$ cat src/rtl/pdm_frame_scheduler.sv
// pdm_frame_scheduler: ping-pong buffers CIC samples and streams each full bank as a byte-serial frame (seq header + samples).
module pdm_frame_scheduler #(
    parameter int SAMPLE_W         = 24,
    parameter int FRAME_LEN        = 64,
    parameter int BYTES_PER_SAMPLE = 3
) (
    input  logic                clk,
    input  logic                rst,
    input  logic                enable,
    input  logic [SAMPLE_W-1:0] sample_data,
    input  logic                sample_valid,
    output logic                tx_req,
    input  logic                tx_ack,
    output logic [7:0]          tx_data,
    output logic                tx_valid,
    input  logic                tx_ready,
    output logic                tx_last,
    output logic                busy,
    output logic                overflow,
    input  logic                overflow_clr,
    output logic [15:0]         overflow_cnt
);
    localparam int IW = $clog2(FRAME_LEN);
    localparam int EW = BYTES_PER_SAMPLE * 8;
    localparam int BW = BYTES_PER_SAMPLE > 2 ? $clog2(BYTES_PER_SAMPLE) : 1;

    typedef enum logic [2:0] {IDLE, REQ, HDR, PAY, DONE} state_t;

    state_t                state, nxt;
    logic [SAMPLE_W-1:0]   mem [2*FRAME_LEN];
    logic [1:0]            full;
    logic                  wr_bank, rd_bank;
    logic [IW-1:0]         wr_idx, rd_idx;
    logic [BW-1:0]         b_idx;
    logic [15:0]           seq;
    logic signed [EW-1:0]  ext;
    logic                  wr_en, drop, fire, last_byte, fill, hdr_end, smp_end;

    assign wr_en     = sample_valid && enable && !full[wr_bank];
    assign drop      = sample_valid && enable && full[wr_bank];
    assign fill      = wr_en && wr_idx == IW'(FRAME_LEN - 1);
    assign fire      = tx_valid && tx_ready;
    assign hdr_end   = b_idx == BW'(1);
    assign smp_end   = b_idx == BW'(BYTES_PER_SAMPLE - 1);
    assign last_byte = rd_idx == IW'(FRAME_LEN - 1) && smp_end;
    assign ext       = EW'($signed(mem[{rd_bank, rd_idx}]));

    assign tx_req   = state == REQ;
    assign tx_valid = state == HDR || state == PAY;
    assign tx_last  = state == PAY && last_byte;
    assign busy     = state != IDLE;
    assign tx_data  = state == HDR ? (b_idx == BW'(0) ? seq[15:8] : seq[7:0]) :
                      state == PAY ? 8'(ext >> (8 * (BYTES_PER_SAMPLE - 1 - int'(b_idx)))) : 8'h00;

    // Sample storage needs no reset: the full flags decide what is valid.
    always_ff @(posedge clk)
        if (wr_en) mem[{wr_bank, wr_idx}] <= sample_data;

    always_ff @(posedge clk) begin
        if (rst) begin
            state        <= IDLE;
            full         <= '0;
            wr_bank      <= 1'b0;
            rd_bank      <= 1'b0;
            wr_idx       <= '0;
            rd_idx       <= '0;
            b_idx        <= '0;
            seq          <= '0;
            overflow     <= 1'b0;
            overflow_cnt <= '0;
        end else begin
            state <= nxt;
            // Fill and release always target different banks, so both can apply at once.
            full  <= (full | (fill ? 2'b01 << wr_bank : 2'b00)) & ~(state == DONE ? 2'b01 << rd_bank : 2'b00);
            if (!enable) wr_idx <= '0;
            else if (wr_en) wr_idx <= wr_idx + IW'(1);
            if (fill) wr_bank <= ~wr_bank;
            if (state == DONE) begin
                rd_bank <= ~rd_bank;
                seq     <= seq + 16'd1;
            end
            if (fire) begin
                b_idx <= (state == HDR ? hdr_end : smp_end) ? '0 : b_idx + BW'(1);
                if (state == PAY && smp_end) rd_idx <= rd_idx + IW'(1);
            end
            if (overflow_clr) begin
                overflow     <= 1'b0;
                overflow_cnt <= '0;
            end else if (drop) begin
                overflow <= 1'b1;
                if (overflow_cnt != 16'hFFFF) overflow_cnt <= overflow_cnt + 16'd1;
            end
        end
    end

    always_comb begin
        nxt = state;
        case (state)
            IDLE:    nxt = full[rd_bank] ? REQ : IDLE;
            REQ:     nxt = tx_ack ? HDR : REQ;
            HDR:     nxt = fire && hdr_end ? PAY : HDR;
            PAY:     nxt = fire && last_byte ? DONE : PAY;
            DONE:    nxt = IDLE;
            default: nxt = IDLE;
        endcase
    end
endmodule

$ cat config.mk
export PLATFORM = sky130hd
export DESIGN_NAME = pdm_frame_scheduler
export DESIGN_NICKNAME = d
export VERILOG_FILES = /design/src/rtl/pdm_frame_scheduler.sv
export SDC_FILE = /design/constraint.sdc
export NUM_CORES = 2
export LEC_CHECK = 0
export BUFFER_PORTS_ARGS = -buffer_cell sky130_fd_sc_hd__buf_4
export CORE_MARGIN = 2
export CORE_UTILIZATION = 40
export DETAILED_ROUTE_END_ITERATION = 16
export GPL_TIMING_DRIVEN = 0
export MAX_ROUTING_LAYER = met4
export SYNTH_ARGS = -nofsm -noshare
export SYNTH_HDL_FRONTEND = slang
export SYNTH_SLANG_ARGS = --single-unit
$ cat constraint.sdc
create_clock -name clk -period 3.85 [get_ports clk]
set_input_delay 0.77 -clock clk [delete_from_list [all_inputs] [get_ports clk]]
set_output_delay 0.77 -clock clk [all_outputs]
set_load 0.05 [all_outputs]
==> run_results.csv <==
group,metric,value,unit
synth,synth-edff-count,3072,
routing,drt_wl_total,536000,um
pwr,leakage,0.0464,uW
grt,antenna_found_initial,46,
synth,synth_compound_area_frac,0.0246,
clocking,clock_latency,0.96,ns
synth,synth.top_cell.area_share,0.761,
routing,drt_first_pass_iters,6,
timing,setup_viol,9,
routing,vias,70700,
synth,synth_xor_xnor_area_share,0.00267,
floorplanning,start_util,0.401,
critical_path,critPathMaxFanout,10,
timing,period_share,1.44,
floorplanning,die_w,554,um
status,failed_checks,"capacitance limit, slew limit, setup timing",
placement,hpwl,351000,um
routing,initialDrtViolationCount,14300,
pwr,p_per_area,465,mW/mm^2
pwr,power,70000,uW
critical_path,worst-setup-path-type,"flop to output pin",
timing,grt_setup_unrepaired,"yes",
clocking,cts_max_level,5,
pwr,ir_worst_vdd,0.386,mV
grt,overflow,0,
critical_path,cp.required,3.08,ns
synth,synthTopCellsByArea,"edfxtp_1, mux4_2, mux2i_1, dfxtp_1, nor2_1",
cells_and_area,final_layout_size_suffix_gt1_frac,0.371,
timing,slew_headroom,-0.0643,
synth,ys_types,81,
clocking,cts.sinks,3126,
grt,grt_pass1_vias,65100,
cells_and_area,final_cell_mix,"edfxtp_1, mux4_2, clkbuf_16, buf_4, buf_12",
synth,yosys_warnings,0,
synth,synth_adder_area_share,0.000826,
floorplanning,ios,60,
floorplanning,dieArea,0.307,sq mm
synth,netlist.top_cell.by_area,"edfxtp_1",
grt,grt_pass1_wl,678000,um
grt,grt_max_degree,129,
routing,postRouteAntennaNets,0,
timing,hold_violations,0,
synth,synthMuxAreaShare,0.164,
timing,tightest_slew,1.60,ns
clocking,cts_buffers,329,
clocking,path_clk_slew,0.06,ns
hold_path,worstHoldPathType,"input port to flop",
timing,worst_slack,-1.69,ns
timing,period_minus_slack,5.54,ns
clocking,cts_buffer_depth,4,
critical_path,start_kind,"flop",
synth,yosys.area_share.simple,0.0198,
synth,syn_area,0.121,sq mm
synth,ys_seq_area_frac,0.770,
floorplanning,die_h,554,um
clocking,cts_tree,"built",
cells_and_area,layout_commonest_cell,"edfxtp_1",
routing,vias_per_cell,6.64,
synth,netlist_instances,5480,
floorplanning,fp-row-count,202,
synth,syn_avg_cell_area,22.1,sq um
cells_and_area,syn2layout_area_growth,24.3,%
synth,async_flop_share,0,
floorplanning,core_area,0.302,sq mm
grt,track_usage,0.356,
clocking,clock-root-buffer,"clkbuf_16",
synth,synth_top_family_by_area,"multiplexers",
critical_path,cp-end-kind,"output pin",
timing,drv_slew,11,
timing,fin_skew,0.0623,ns
placement,io_buffer_count,59,
synth,synthFlopType,"edfxtp_1",
cells_and_area,fin_nets,6412,
placement,place_ws,-3.02,ns
placement,routabilityCongestion,1.03,
synth,ys_ff_latch,3126,
status,status,"finished, violations left",
synth,syn-num-nets,5519,
job,drv_cap,1,
critical_path,arrival,4.77,ns
routing,avgRoutedWirePerCell,50.3,um
timing,max_freq,180,MHz
routing,drc,0,
## area by class of cell
class / instances / area, sq um
flip-flops and latches: 3126 / 93300
diodes: 31 / 77.6
repair buffers: 567 / 8270
well taps: 3978 / 4980
plain buffers: 297 / 4760
multi-input cells: 2040 / 28600
clock inverters: 192 / 1940
clock buffers: 403 / 8620
inverters: 12 / 52.6
fillers: 23800 / 151000
## kinds of logic (layout without fill, tap and decap cells)
group,Yosys count,after routing
AO/OA/AOI/OAI,424,424
XOR/XNOR,37,37
adder cells (fa/ha/maj),8,8
buffers and inverters,314,1471
flip-flops,3126,3126
multiplexers,1032,1032
other,0,31
AND/OR/NAND/NOR,539,539
## power by group
part / internal [uW] / total (uW) / switching [uW]
Combinational: 141 / 891 / 749
Sequential: 37400 / 37400 / 4.06
Clock: 17900 / 31800 / 13900
## final timing paths
check,end,slack [ns],depth (start not counted),start
worst max-delay path,tx_data[2],-1.69,11,rd_idx[1]
worst min-delay path,mem[51][18],0.10,1,sample_data[18]
worst max register to register,mem[93][21],0.06,9,wr_bank
worst min register to register,overflow,0.49,2,overflow
## stage by stage
step | area, sq um | utilization | hold WS, ns | std cells | setup TNS [ns]
final | 151000 | 0.499 | 0.103 | 10600 | -12.98
after global routing | 151000 | 0.499 | 0.0901 | 10600 | -12.17
after CTS | 149000 | 0.493 | 0.0727 | 10500 | -12.25
after detailed placement | 131000 | 0.434 | 0.481 | 9673 | -3165.31
after global placement | 127000 | 0.419 | 0.503 | 9517 | -9614.49
after floorplan | 121000 | - | 0.466 | 5480 | 0
## registers in the layout (all words and copies together) (netlist names)
signal / flops
state: 3
rd_bank: 1
b_idx: 2
overflow_cnt: 16
overflow: 1
wr_bank: 1
full: 2
wr_idx: 6
rd_idx: 6
seq: 16
mem: 3072
## worst max-delay path, stage by stage (launching register included)
cell	delay, ns
dfxtp_4	0.45
buf_8	0.20
buf_8	0.25
buf_8	0.26
buf_8	0.23
mux4_2	0.35
mux4_2	0.52
a22oi_2	0.75
o31ai_2	0.18
nand3_2	0.19
o2111ai_4	0.19
buf_6	0.21
## routing by layer
metal  GRT usage  vias to the layer above  wire [um]
met3       0.101                     1471      73600
met2       0.493                     6303     229000
met1       0.452                    37800     187000
met4       0.245                        0      45400
li1            -                    25100          -
met5           -                        -          0
## cell usage after synthesis (all sizes together) (7+ instances only)
cell / number
nand2b: 10
nand2: 149
a21oi: 74
edfxtp: 3072
a2111oi: 9
a211oi: 20
nor2: 223
and3: 14
mux4: 751
o21ai: 62
a22o: 9
buf: 218
mux2: 18
a31oi: 15
or2: 7
nor4: 7
a22oi: 42
nor2b: 18
inv: 10
a211o: 9
nor3: 20
o31ai: 7
dfxtp: 54
nand3: 51
or3: 8
a221oi: 24
xor2: 23
mux2i: 263
nand4: 7
ha: 8
o32ai: 7
o211ai: 11
o221ai: 41
o22ai: 45
xnor2: 14
clkbuf: 84
## timing repair
| item | in CTS | in global routing |
|---|---|---|
| setup endpoints to repair | 3085 | 82 |
| endpoints found under the hold margin | 0 | 0 |
| gates cloned | 2 | 2 |
| pin swaps | 128 | 53 |
| hold buffers | 0 | 0 |
| setup buffers | 246 | 85 |
| resized for setup | 950 | 94 |
Power figures use the tool's default switching activity.
